`src/rtl/rgbpwm_pkg.sv`:
```
// Shared types and constants for the RGB PWM capture block.
//   state_e      : capture FSM state (UNLOCKED, RUN)
//   ERR_*        : values reported on err_code alongside an err pulse
package rgbpwm_pkg;

  typedef enum logic {
    UNLOCKED = 1'b0,
    RUN      = 1'b1
  } state_e;

  localparam logic [1:0] ERR_NONE      = 2'd0;
  localparam logic [1:0] ERR_SHORT     = 2'd1;
  localparam logic [1:0] ERR_MISSING   = 2'd2;
  localparam logic [1:0] ERR_MALFORMED = 2'd3;

endpackage

```
`src/rtl/pwm_chan_meter.sv`:
```
// Per-channel meter: counts high samples of one LED line over a PWM period and
// flags waveforms that cannot come from a `value > ramp` comparator.
// Ports:
//   clk, rst_n   : clock, synchronous active-low reset
//   restart      : first cycle of a new period; this cycle's sample starts the count
//   led          : LED drive line sample
//   count        : high cycles seen since the last restart (saturating)
//   bad          : sticky malformed flag for the current period
module pwm_chan_meter
  import rgbpwm_pkg::*;
#(
  parameter int unsigned PWM_WIDTH = 12
) (
  input  logic                 clk,
  input  logic                 rst_n,
  input  logic                 restart,
  input  logic                 led,
  output logic [PWM_WIDTH-1:0] count,
  output logic                 bad
);

  localparam logic [PWM_WIDTH-1:0] CntMax = '1;

  logic [PWM_WIDTH-1:0] count_d, count_q;
  logic                 bad_d, bad_q;
  logic                 prev_d, prev_q;

  always_comb begin
    count_d = count_q;
    bad_d   = bad_q;
    prev_d  = led;
    if (restart) begin
      count_d = {{(PWM_WIDTH-1){1'b0}}, led};
      bad_d   = 1'b0;
    end else if (led) begin
      // A legal line only falls after the period start; any rise is a glitch.
      if (!prev_q) begin
        bad_d = 1'b1;
      end
      // Reaching 2^W would mean high for the whole period: also illegal.
      if (count_q == CntMax) begin
        bad_d = 1'b1;
      end else begin
        count_d = count_q + 1'b1;
      end
    end
  end

  always_ff @(posedge clk) begin
    if (!rst_n) begin
      count_q <= '0;
      bad_q   <= 1'b0;
      prev_q  <= 1'b0;
    end else begin
      count_q <= count_d;
      bad_q   <= bad_d;
      prev_q  <= prev_d;
    end
  end

  assign count = count_q;
  assign bad   = bad_q;

endmodule

```
`src/rtl/rgb_pwm_capture.sv`:
```
// Recovers red/green/blue duty values from three PWM LED drive lines.
// Each period of 2^PWM_WIDTH cycles starts with a one-cycle sync pulse; the
// high-cycle count per channel is published once per clean period.
// Ports:
//   clk, rst_n           : clock, synchronous active-low reset
//   sync                 : period-start pulse (ramp == 0)
//   redled/greenled/blueled : LED drive lines
//   red/green/blue       : last recovered values, updated only with valid
//   valid                : one-cycle pulse, values updated
//   locked               : tracking a well-formed period sequence
//   err, err_code        : one-cycle error pulse and its cause (held)
module rgb_pwm_capture
  import rgbpwm_pkg::*;
#(
  parameter int unsigned PWM_WIDTH = 12
) (
  input  logic                 clk,
  input  logic                 rst_n,
  input  logic                 sync,
  input  logic                 redled,
  input  logic                 greenled,
  input  logic                 blueled,
  output logic [PWM_WIDTH-1:0] red,
  output logic [PWM_WIDTH-1:0] green,
  output logic [PWM_WIDTH-1:0] blue,
  output logic                 valid,
  output logic                 locked,
  output logic                 err,
  output logic [1:0]           err_code
);

  localparam logic [PWM_WIDTH-1:0] PcntLast = '1;

  logic [PWM_WIDTH-1:0] red_cnt, green_cnt, blue_cnt;
  logic                 red_bad, green_bad, blue_bad;
  logic                 any_bad;
  logic                 restart;

  // Every sync starts a new count, whether it ends a period or (re)locks.
  assign restart = sync;
  assign any_bad = red_bad | green_bad | blue_bad;

  pwm_chan_meter #(.PWM_WIDTH(PWM_WIDTH)) u_red (
    .clk    (clk),
    .rst_n  (rst_n),
    .restart(restart),
    .led    (redled),
    .count  (red_cnt),
    .bad    (red_bad)
  );

  pwm_chan_meter #(.PWM_WIDTH(PWM_WIDTH)) u_green (
    .clk    (clk),
    .rst_n  (rst_n),
    .restart(restart),
    .led    (greenled),
    .count  (green_cnt),
    .bad    (green_bad)
  );

  pwm_chan_meter #(.PWM_WIDTH(PWM_WIDTH)) u_blue (
    .clk    (clk),
    .rst_n  (rst_n),
    .restart(restart),
    .led    (blueled),
    .count  (blue_cnt),
    .bad    (blue_bad)
  );

  state_e               state_d, state_q;
  logic [PWM_WIDTH-1:0] pcnt_d, pcnt_q;
  logic [PWM_WIDTH-1:0] red_d, red_q, green_d, green_q, blue_d, blue_q;
  logic                 valid_d, valid_q;
  logic                 err_d, err_q;
  logic [1:0]           err_code_d, err_code_q;

  always_comb begin
    state_d    = state_q;
    pcnt_d     = pcnt_q;
    red_d      = red_q;
    green_d    = green_q;
    blue_d     = blue_q;
    valid_d    = 1'b0;
    err_d      = 1'b0;
    err_code_d = err_code_q;

    case (state_q)
      UNLOCKED: begin
        if (sync) begin
          state_d = RUN;
          pcnt_d  = '0;
        end
      end
      RUN: begin
        pcnt_d = pcnt_q + 1'b1;
        if (sync) begin
          pcnt_d = '0;
          if (pcnt_q == PcntLast) begin
            if (any_bad) begin
              err_d      = 1'b1;
              err_code_d = ERR_MALFORMED;
            end else begin
              valid_d = 1'b1;
              red_d   = red_cnt;
              green_d = green_cnt;
              blue_d  = blue_cnt;
            end
          end else begin
            // Early sync: counts are meaningless, restart as a fresh period.
            err_d      = 1'b1;
            err_code_d = ERR_SHORT;
          end
        end else if (pcnt_q == PcntLast) begin
          // Missing sync outranks a pending malformed flag.
          err_d      = 1'b1;
          err_code_d = ERR_MISSING;
          state_d    = UNLOCKED;
          pcnt_d     = '0;
        end
      end
    endcase
  end

  always_ff @(posedge clk) begin
    if (!rst_n) begin
      state_q    <= UNLOCKED;
      pcnt_q     <= '0;
      red_q      <= '0;
      green_q    <= '0;
      blue_q     <= '0;
      valid_q    <= 1'b0;
      err_q      <= 1'b0;
      err_code_q <= ERR_NONE;
    end else begin
      state_q    <= state_d;
      pcnt_q     <= pcnt_d;
      red_q      <= red_d;
      green_q    <= green_d;
      blue_q     <= blue_d;
      valid_q    <= valid_d;
      err_q      <= err_d;
      err_code_q <= err_code_d;
    end
  end

  assign red      = red_q;
  assign green    = green_q;
  assign blue     = blue_q;
  assign valid    = valid_q;
  assign err      = err_q;
  assign err_code = err_code_q;
  assign locked   = (state_q == RUN);

endmodule

```
`config.mk`:
```
export PLATFORM = sky130hd
export DESIGN_NAME = rgb_pwm_capture
export DESIGN_NICKNAME = d
export VERILOG_FILES = /design/src/rtl/rgbpwm_pkg.sv /design/src/rtl/pwm_chan_meter.sv /design/src/rtl/rgb_pwm_capture.sv
export SDC_FILE = /design/constraint.sdc
export NUM_CORES = 1
export LEC_CHECK = 0
export ABC_AREA = 1
export CORE_UTILIZATION = 39
export DETAILED_ROUTE_END_ITERATION = 8
export GPL_TIMING_DRIVEN = 0
export REMOVE_ABC_BUFFERS = 1
export SLEW_MARGIN = 0
export SYNTH_ARGS = -nofsm -noshare
export SYNTH_HDL_FRONTEND = slang
export SYNTH_SLANG_ARGS = --single-unit
export TNS_END_PERCENT = 30
```
`constraint.sdc`:
```
create_clock -name clk -period 4.9 [get_ports clk]
set_input_delay 0.98 -clock clk [delete_from_list [all_inputs] [get_ports clk]]
set_output_delay 0.98 -clock clk [all_outputs]
set_load 0.05 [all_outputs]
```
==> Yosys cells after proc, flatten, opt, wreduce, memory -nomap -nowiden <==
Index checks and enable logic that the tools add are counted.
{ "totals": {"romBits": 0, "regBits": 95, "latch_bits": 0, "input_bits": 6, "out_inout_bits": 41, "word_cells": 94, "mem_bits_rw": 0, "memories": 0} }
{ "classes": {"n_div": 0, "n_mul": 0, "n_bitwise": 8, "n_eq_ne": 12, "addsub": 4, "n_reduce_logical": 18, "mux": 32, "n_shift": 0, "n_lt_le_gt_ge": 0} }
{ "op_table": {"columns": ["operator", "n"], "rows": [
  ["12-bit by 1-bit adder with 12-bit output, second input constant", 4],
  ["12-bit == test, second input constant", 4],
  ["12-bit two-way mux", 3],
  ["12-bit case mux with 2 select lines", 1],
  ["1-bit two-way mux", 23],
  ["2-bit AND reduction", 10],
  ["2-bit != test, second input constant", 7],
  ["2-bit two-way mux", 4],
  ["4-bit AND reduction", 2],
  ["2-bit nonzero test", 4],
  ["1-bit NOT", 6],
  ["3-bit != test, second input constant", 1],
  ["3-bit AND reduction", 1],
  ["1-bit OR", 2],
  ["1-bit case mux with 2 select lines", 1],
  ["2-bit OR reduction", 1]
]} }

==> Longest topological paths before layout <==
{ "logic_depth": {"ltp_word": 5, "depth_mapped": 11, "ltp_nobuf": 9} }

==> By module <==
From an unflattened synthesis, not the netlist that was laid out.
{ "hier_totals": {"hier_cells": 638, "area_unflattened_um2": 4474.3} }
{ "by_module_without_submodules": {"columns": ["module", "seq_area_each_um2", "area_each_um2", "cells_each", "instances"], "rows": [
  ["pwm_chan_meter", 280.3, 772.0, 117, 3],
  ["rgb_pwm_capture", 1061.0, 2158.3, 287, 1]
]} }

==> Least setup slack after synthesis <==
Ideal clock, no wire load.
{ "synth_timing": {"path_kind": "input -> register", "startpoint": "input sync", "endpoint": "register green_q[11] (netlist: green[11])", "arrival_time_ns": 2.003, "path_stages": 7, "required_time_ns": 4.784, "n_path_buf": 3, "setup_ns": 0.116, "path_slack_ns": 2.781, "path_cell_list": "clkbuf_1 > nand4_1 > nand3b_2 > buf_6 > clkbuf_2 > o21ai_0 > nor2_1"} }
{ "synth_via": {"elab_chain_cells": 1} }
{ "synth_lines": {"columns": ["item", "line", "source"], "rows": [
  ["start: declaration", "rgb_pwm_capture.sv:19", "input logic sync,"],
  ["4-bit AND reduction (no line)", null, null],
  ["end signal: assignment", "rgb_pwm_capture.sv:138", "green_q <= green_d;"],
  ["end: declaration", "rgb_pwm_capture.sv:72", "logic [PWM_WIDTH-1:0] red_d, red_q, green_d, green_q, blue_d, blue_q;"]
]} }
No other way between the ends.
A chain may end at the register's enable or synchronous reset.

==> Worst setup path after layout <==
{ "layout_timing": {"startpoint": "input rst_n", "endpoint": "register u_blue.count_q[9] (netlist: u_blue.count[9])"} }
{ "layout_via": {"elab_chain_cells": 2} }
{ "layout_lines": {"columns": ["item", "line", "source"], "rows": [
  ["start: declaration", "rgb_pwm_capture.sv:18", "input logic rst_n,"],
  ["1-bit NOT (no line)", null, null],
  ["2-bit OR reduction (no line)", null, null],
  ["end signal: assignment", "pwm_chan_meter.sv:55", "count_q <= count_d;"],
  ["end: declaration", "pwm_chan_meter.sv:24", "logic [PWM_WIDTH-1:0] count_d, count_q;"]
]} }
No other way between the ends.

==> results by stage <==
Status:
- The run finished with clean final reports.

Timing:
- After layout, the worst path uses between 80 and 90% of the clock period.
- The worst path needs 4070 ps of the cycle, external delays included.
- The final hold violation count is 0.
- Headroom to the max-slew limit came out at 17.3%.
- The final max-slew violation count is 0.
- Setup violations remaining at the end of the flow were counted as 0.
- The setup TNS is 0 ps.
- The maximum clock frequency is about 250 MHz.
- For the pin with the worst max-slew slack, the measured transition is between 1000 and 1500 ps.
- Setup repair after global routing left no endpoint under its margin.
- The clock arrives with a little under 9 ps of skew.
- The worst hold slack is roughly 470 ps.

Power and ir drop:
- Combinational logic burns a little under 5% of the power.
- Per report_power, the clock group accounts for roughly 40% of the total.
- The post-layout total power is 1.41 mW.
- The peak ir drop on the vdd network is around 0.00012 V.
- The power per unit of standard cell area is approximately 280 nW/µm².
- Sequential cells account for between 50% and 60% of the total power.
- The switching part of the total power is a little under a quarter.
- The internal power contribution is about 1.1 mW.
- The analysis attributes to net switching a power of 0.329 mW.
- The leakage power figure is 1.77 nW.

Synth:
- In the post-synthesis netlist, the biggest area contributors are sky130_fd_sc_hd__dfxtp_1 44%, sky130_fd_sc_hd__nand2_1 13%, sky130_fd_sc_hd__nor2_1 11%.
- Summed over all instances, the cell type with the most area after synthesis is sky130_fd_sc_hd__dfxtp_1.
- The number of different library cells in the post-synthesis netlist is 28.
- The synthesized design contains 95 register bits.
- For this run, the number of Yosys warnings is 0.
- A synthesized cell averages 6.94 µm².
- The number of synthesized flops with an enable pin is 0.
- The proportion of register bits with asynchronous set or reset after synthesis is 0%.
- After technology mapping, the gate count stands at around 620.
- The mapped netlist covers roughly 4300 µm².
- In the post-synthesis netlist, the cell with the most instances is sky130_fd_sc_hd__nand2_1.
- The share of synthesized area occupied by flip-flops and latches is between 40 and 50%.
- The dominant register cell in the synthesized netlist is sky130_fd_sc_hd__dfxtp_1.
- By count the netlist is led by 151 x sky130_fd_sc_hd__nand2_1, 126 x sky130_fd_sc_hd__nor2_1, 95 x sky130_fd_sc_hd__dfxtp_1.
- In this run the biggest area consumer among cell types represents 44.5% of the synthesized area.

Worst setup path:
- The cell seen most often among critical-path stages is sky130_fd_sc_hd__inv_1.
- Traced cell by cell, the critical path runs through clkdlybuf4s50_1, buf_16, inv_1, nor2_1, inv_1, a21oi_1.
- Among cell families on the critical path, the largest total delay comes from buffers and inverters.
- The endpoint arrival time on the critical path is 4350 ps.
- The worst register-to-register path begins at pcnt_q[1]$_SDFFE_PN0P_.
- The worst setup path is of the input pin to flip-flop kind.
- The slowest stage of the critical path is the sky130_fd_sc_hd__nor2_1 cell.
- Together, buffers and inverters on the worst path number 4.
- Data on the critical path is required at its endpoint by about 5200 ps.
- On the worst path, the slowest cell contributes a delay of 1000 ps.
- The highest net fanout along the worst path is 29.
- The critical path startpoint category is an input pin.
- The worst reg-to-reg setup slack is between 2000 and 3000 ps.
- The endpoint kind of the worst setup timing path is a flip-flop.
- The endpoint identified for the worst register-to-register timing path is blue[5]$_SDFFE_PN0P_.
- Counting cells, the worst reg-to-reg path comes to 9.

Clock network:
- For the worst-skew pair, the clock arrives at the later sink with an insertion delay of roughly 370 ps.
- The clock slew seen by the registers of the worst setup and hold paths is around 90 ps.
- Once the clock tree was built, the resizer swapped 0 gates to a different size.
- The cell at the root of the clock tree is sky130_fd_sc_hd__clkbuf_8.
- Counting the buffers created by CTS gives 9.
- The total number of clock tree sinks is between 90 and 100.
- The longest clock path from root to sink contains 2 buffers.
- The H-tree generated during clock tree synthesis spans 3 levels.
- TritonCTS built the clock tree.
- For this design, the CTS-stage hold fixing added 0 buffers.
- After clock tree synthesis, the setup repair step added 0 buffers.

Floorplanning:
- For this configuration, the core starts out at a cell density of between 40 and 50%.
- The floorplan step set the die width to approximately 110 µm.
- The core area is around 10000 µm².
- The die covers approximately 11000 µm².
- In this run the core area contains 37 standard-cell rows.
- The die extent in y is roughly 110 µm.
- The number of ports placed on the die boundary is 47.

Placement:
- In this run the cell area measured after placement is around 4800 µm².
- The post-detailed-placement half-perimeter wirelength is roughly 6200 µm.
- The weighted congestion at the end of routability-driven global placement is between 0.8 and 0.9.
- The count of port buffers added during placement is 46.

Min path:
- The min-delay analysis places its worst path in the category flip-flop to flip-flop.
- In this run the most critical hold path is launched from u_blue.bad$_SDFFE_PP0P_.
- The worst hold path passes through 2 cells.
- The endpoint of the worst hold path is u_blue.bad$_SDFFE_PP0P_.

Drt:
- The first detailed-routing pass ran for 4 iterations.
- The post-detailed-route wirelength per cell is ~12 µm.
- The antenna violation net count after detailed routing is 0.
- The DRC violation count after routing is 0.
- In this run, the number of DRC markers left after iteration 0 of detailed routing was ~120.
- The number of vias per cell after detailed routing is around 5.
- The total number of vias is 3854.
- The total wirelength of the detailed-routed design is between 9000 and 10000 µm.

Flow run:
- The number of maximum-capacitance violations is 0.

Global route:
- The remaining global-route overflow is 0.
- Global routing used between 20 and 30% of the available met2 tracks.
- The initial antenna violation count is 0.
- For met1 alone, demand over resource in global routing was roughly a fifth.
- The first global-routing pass estimated roughly 15000 µm of wire.
- The via count of the first global-routing pass was between 3000 and 4000.
- Global routing used under 10% of the available met3 tracks.
- The maximum number of pins on one net before global-route repair is 39.
- The layer with the highest usage is met2.
- Global routing used approximately 17% of the available tracks across all layers.

Finish:
- The post-layout net count is between 600 and 700.
- 0 antenna diodes ended up in the layout.
- Of the cells placed in the final design, the portion with a size suffix greater than 1 is 4.57%.
- The area growth from synthesis to layout is 17.2%.
- The final design instance area without fill is approximately 5000 µm².
- The utilization after layout is 47.9%.
## worst register-to-register path: cells and delay by family, from the launching register on
family | cells | cell delay (ps)
fa+ha+maj | 1 | 160
buf+inv | 1 | 500
flops | 1 | 360
simple gates | 7 | 1260
## power groups by stage
stage	clock network [mW]	registers (mW)	logic (mW)
finish	0.558	0.786	0.0696
global route	0.604	0.788	0.0785
CTS	0.579	0.786	0.0703
detailed placement	0	0.804	0.0701
global placement	0	0.804	0.0670
floorplan	0	0.807	0.0368
## area by class of cell
| class | count | area, µm² |
|---|---|---|
| timing repair buffer | 47 | 488 |
| clock inverter | 7 | 87.6 |
| tap | 136 | 170 |
| inverter | 48 | 185 |
| multi-input combinational | 450 | 2050 |
| sequential | 95 | 1900 |
| clock buffer | 9 | 124 |
| fill | 1115 | 5450 |
## metrics by stage
stage / worst slack [ps] / std cells
floorplan: 2600 / 593
global placement: -346 / 775
detailed placement: 347 / 776
CTS: 762 / 792
global route: 420 / 792
finish: 831 / 792
## routing by layer
layer / part of all wire [%] / vias to the layer above
met5: 0 / -
met3: 3.2 / 17
met1: 49 / 1732
met4: 2.2 / 0
li1: - / 2040
met2: 46 / 65
## state kept, by name, indices dropped and copies added, names as in the netlist
name            flops
blue               12
green              12
pcnt_q             12
red                12
u_blue.count       12
u_green.count      12
u_red.count        12
err_code            2
err                 1
locked              1
u_blue.bad          1
u_blue.prev_q       1
u_green.bad         1
u_green.prev_q      1
u_red.bad           1
u_red.prev_q        1
valid               1
## cells by family after synthesis
family / after synthesis / share of synthesized area (%)
DFF: 95 / 44.5
and+or+nand+nor: 335 / 32.4
adders and majority gates: 4 / 1.17
buffers and inverters: 71 / 7.49
AOI/OAI and AO/OA: 99 / 12.0
xor gates and xnor gates: 12 / 2.46
## worst max path at each step
stage / start / endpoint / slack, ps / cells past startpoint
5_1_grt: rst_n / u_red.count[7]$_SDFFE_PP0P_ / 420 / 6
4_1_cts: rst_n / u_blue.count[9]$_SDFFE_PP0P_ / 760 / 6
3_3_place_gp: rst_n / u_red.count[3]$_SDFFE_PP0P_ / -350 / 5
6_report: rst_n / u_blue.count[9]$_SDFFE_PP0P_ / 830 / 6
3_5_place_dp: rst_n / u_blue.count[9]$_SDFFE_PP0P_ / 350 / 6
2_1_floorplan: rst_n / u_blue.bad$_SDFFE_PP0P_ / 2600 / 4
## cells in the final DEF, fill, tap and decap left out, types with 4 or more instances in the layout
cell,synthesis,routed
sky130_fd_sc_hd__clkdlybuf4s50_1,0,46
sky130_fd_sc_hd__nand3_1,33,33
sky130_fd_sc_hd__nand2_1,151,151
sky130_fd_sc_hd__a21oi_1,43,43
sky130_fd_sc_hd__dfxtp_1,95,95
sky130_fd_sc_hd__xnor2_1,6,6
sky130_fd_sc_hd__xor2_1,6,6
sky130_fd_sc_hd__clkinv_2,0,4
sky130_fd_sc_hd__inv_2,4,4
sky130_fd_sc_hd__o21ai_0,49,49
sky130_fd_sc_hd__nand4_1,12,12
sky130_fd_sc_hd__ha_1,4,4
sky130_fd_sc_hd__inv_1,43,43
sky130_fd_sc_hd__clkbuf_8,0,9
sky130_fd_sc_hd__nor2_1,126,126
(Power assumes the default switching activity.)
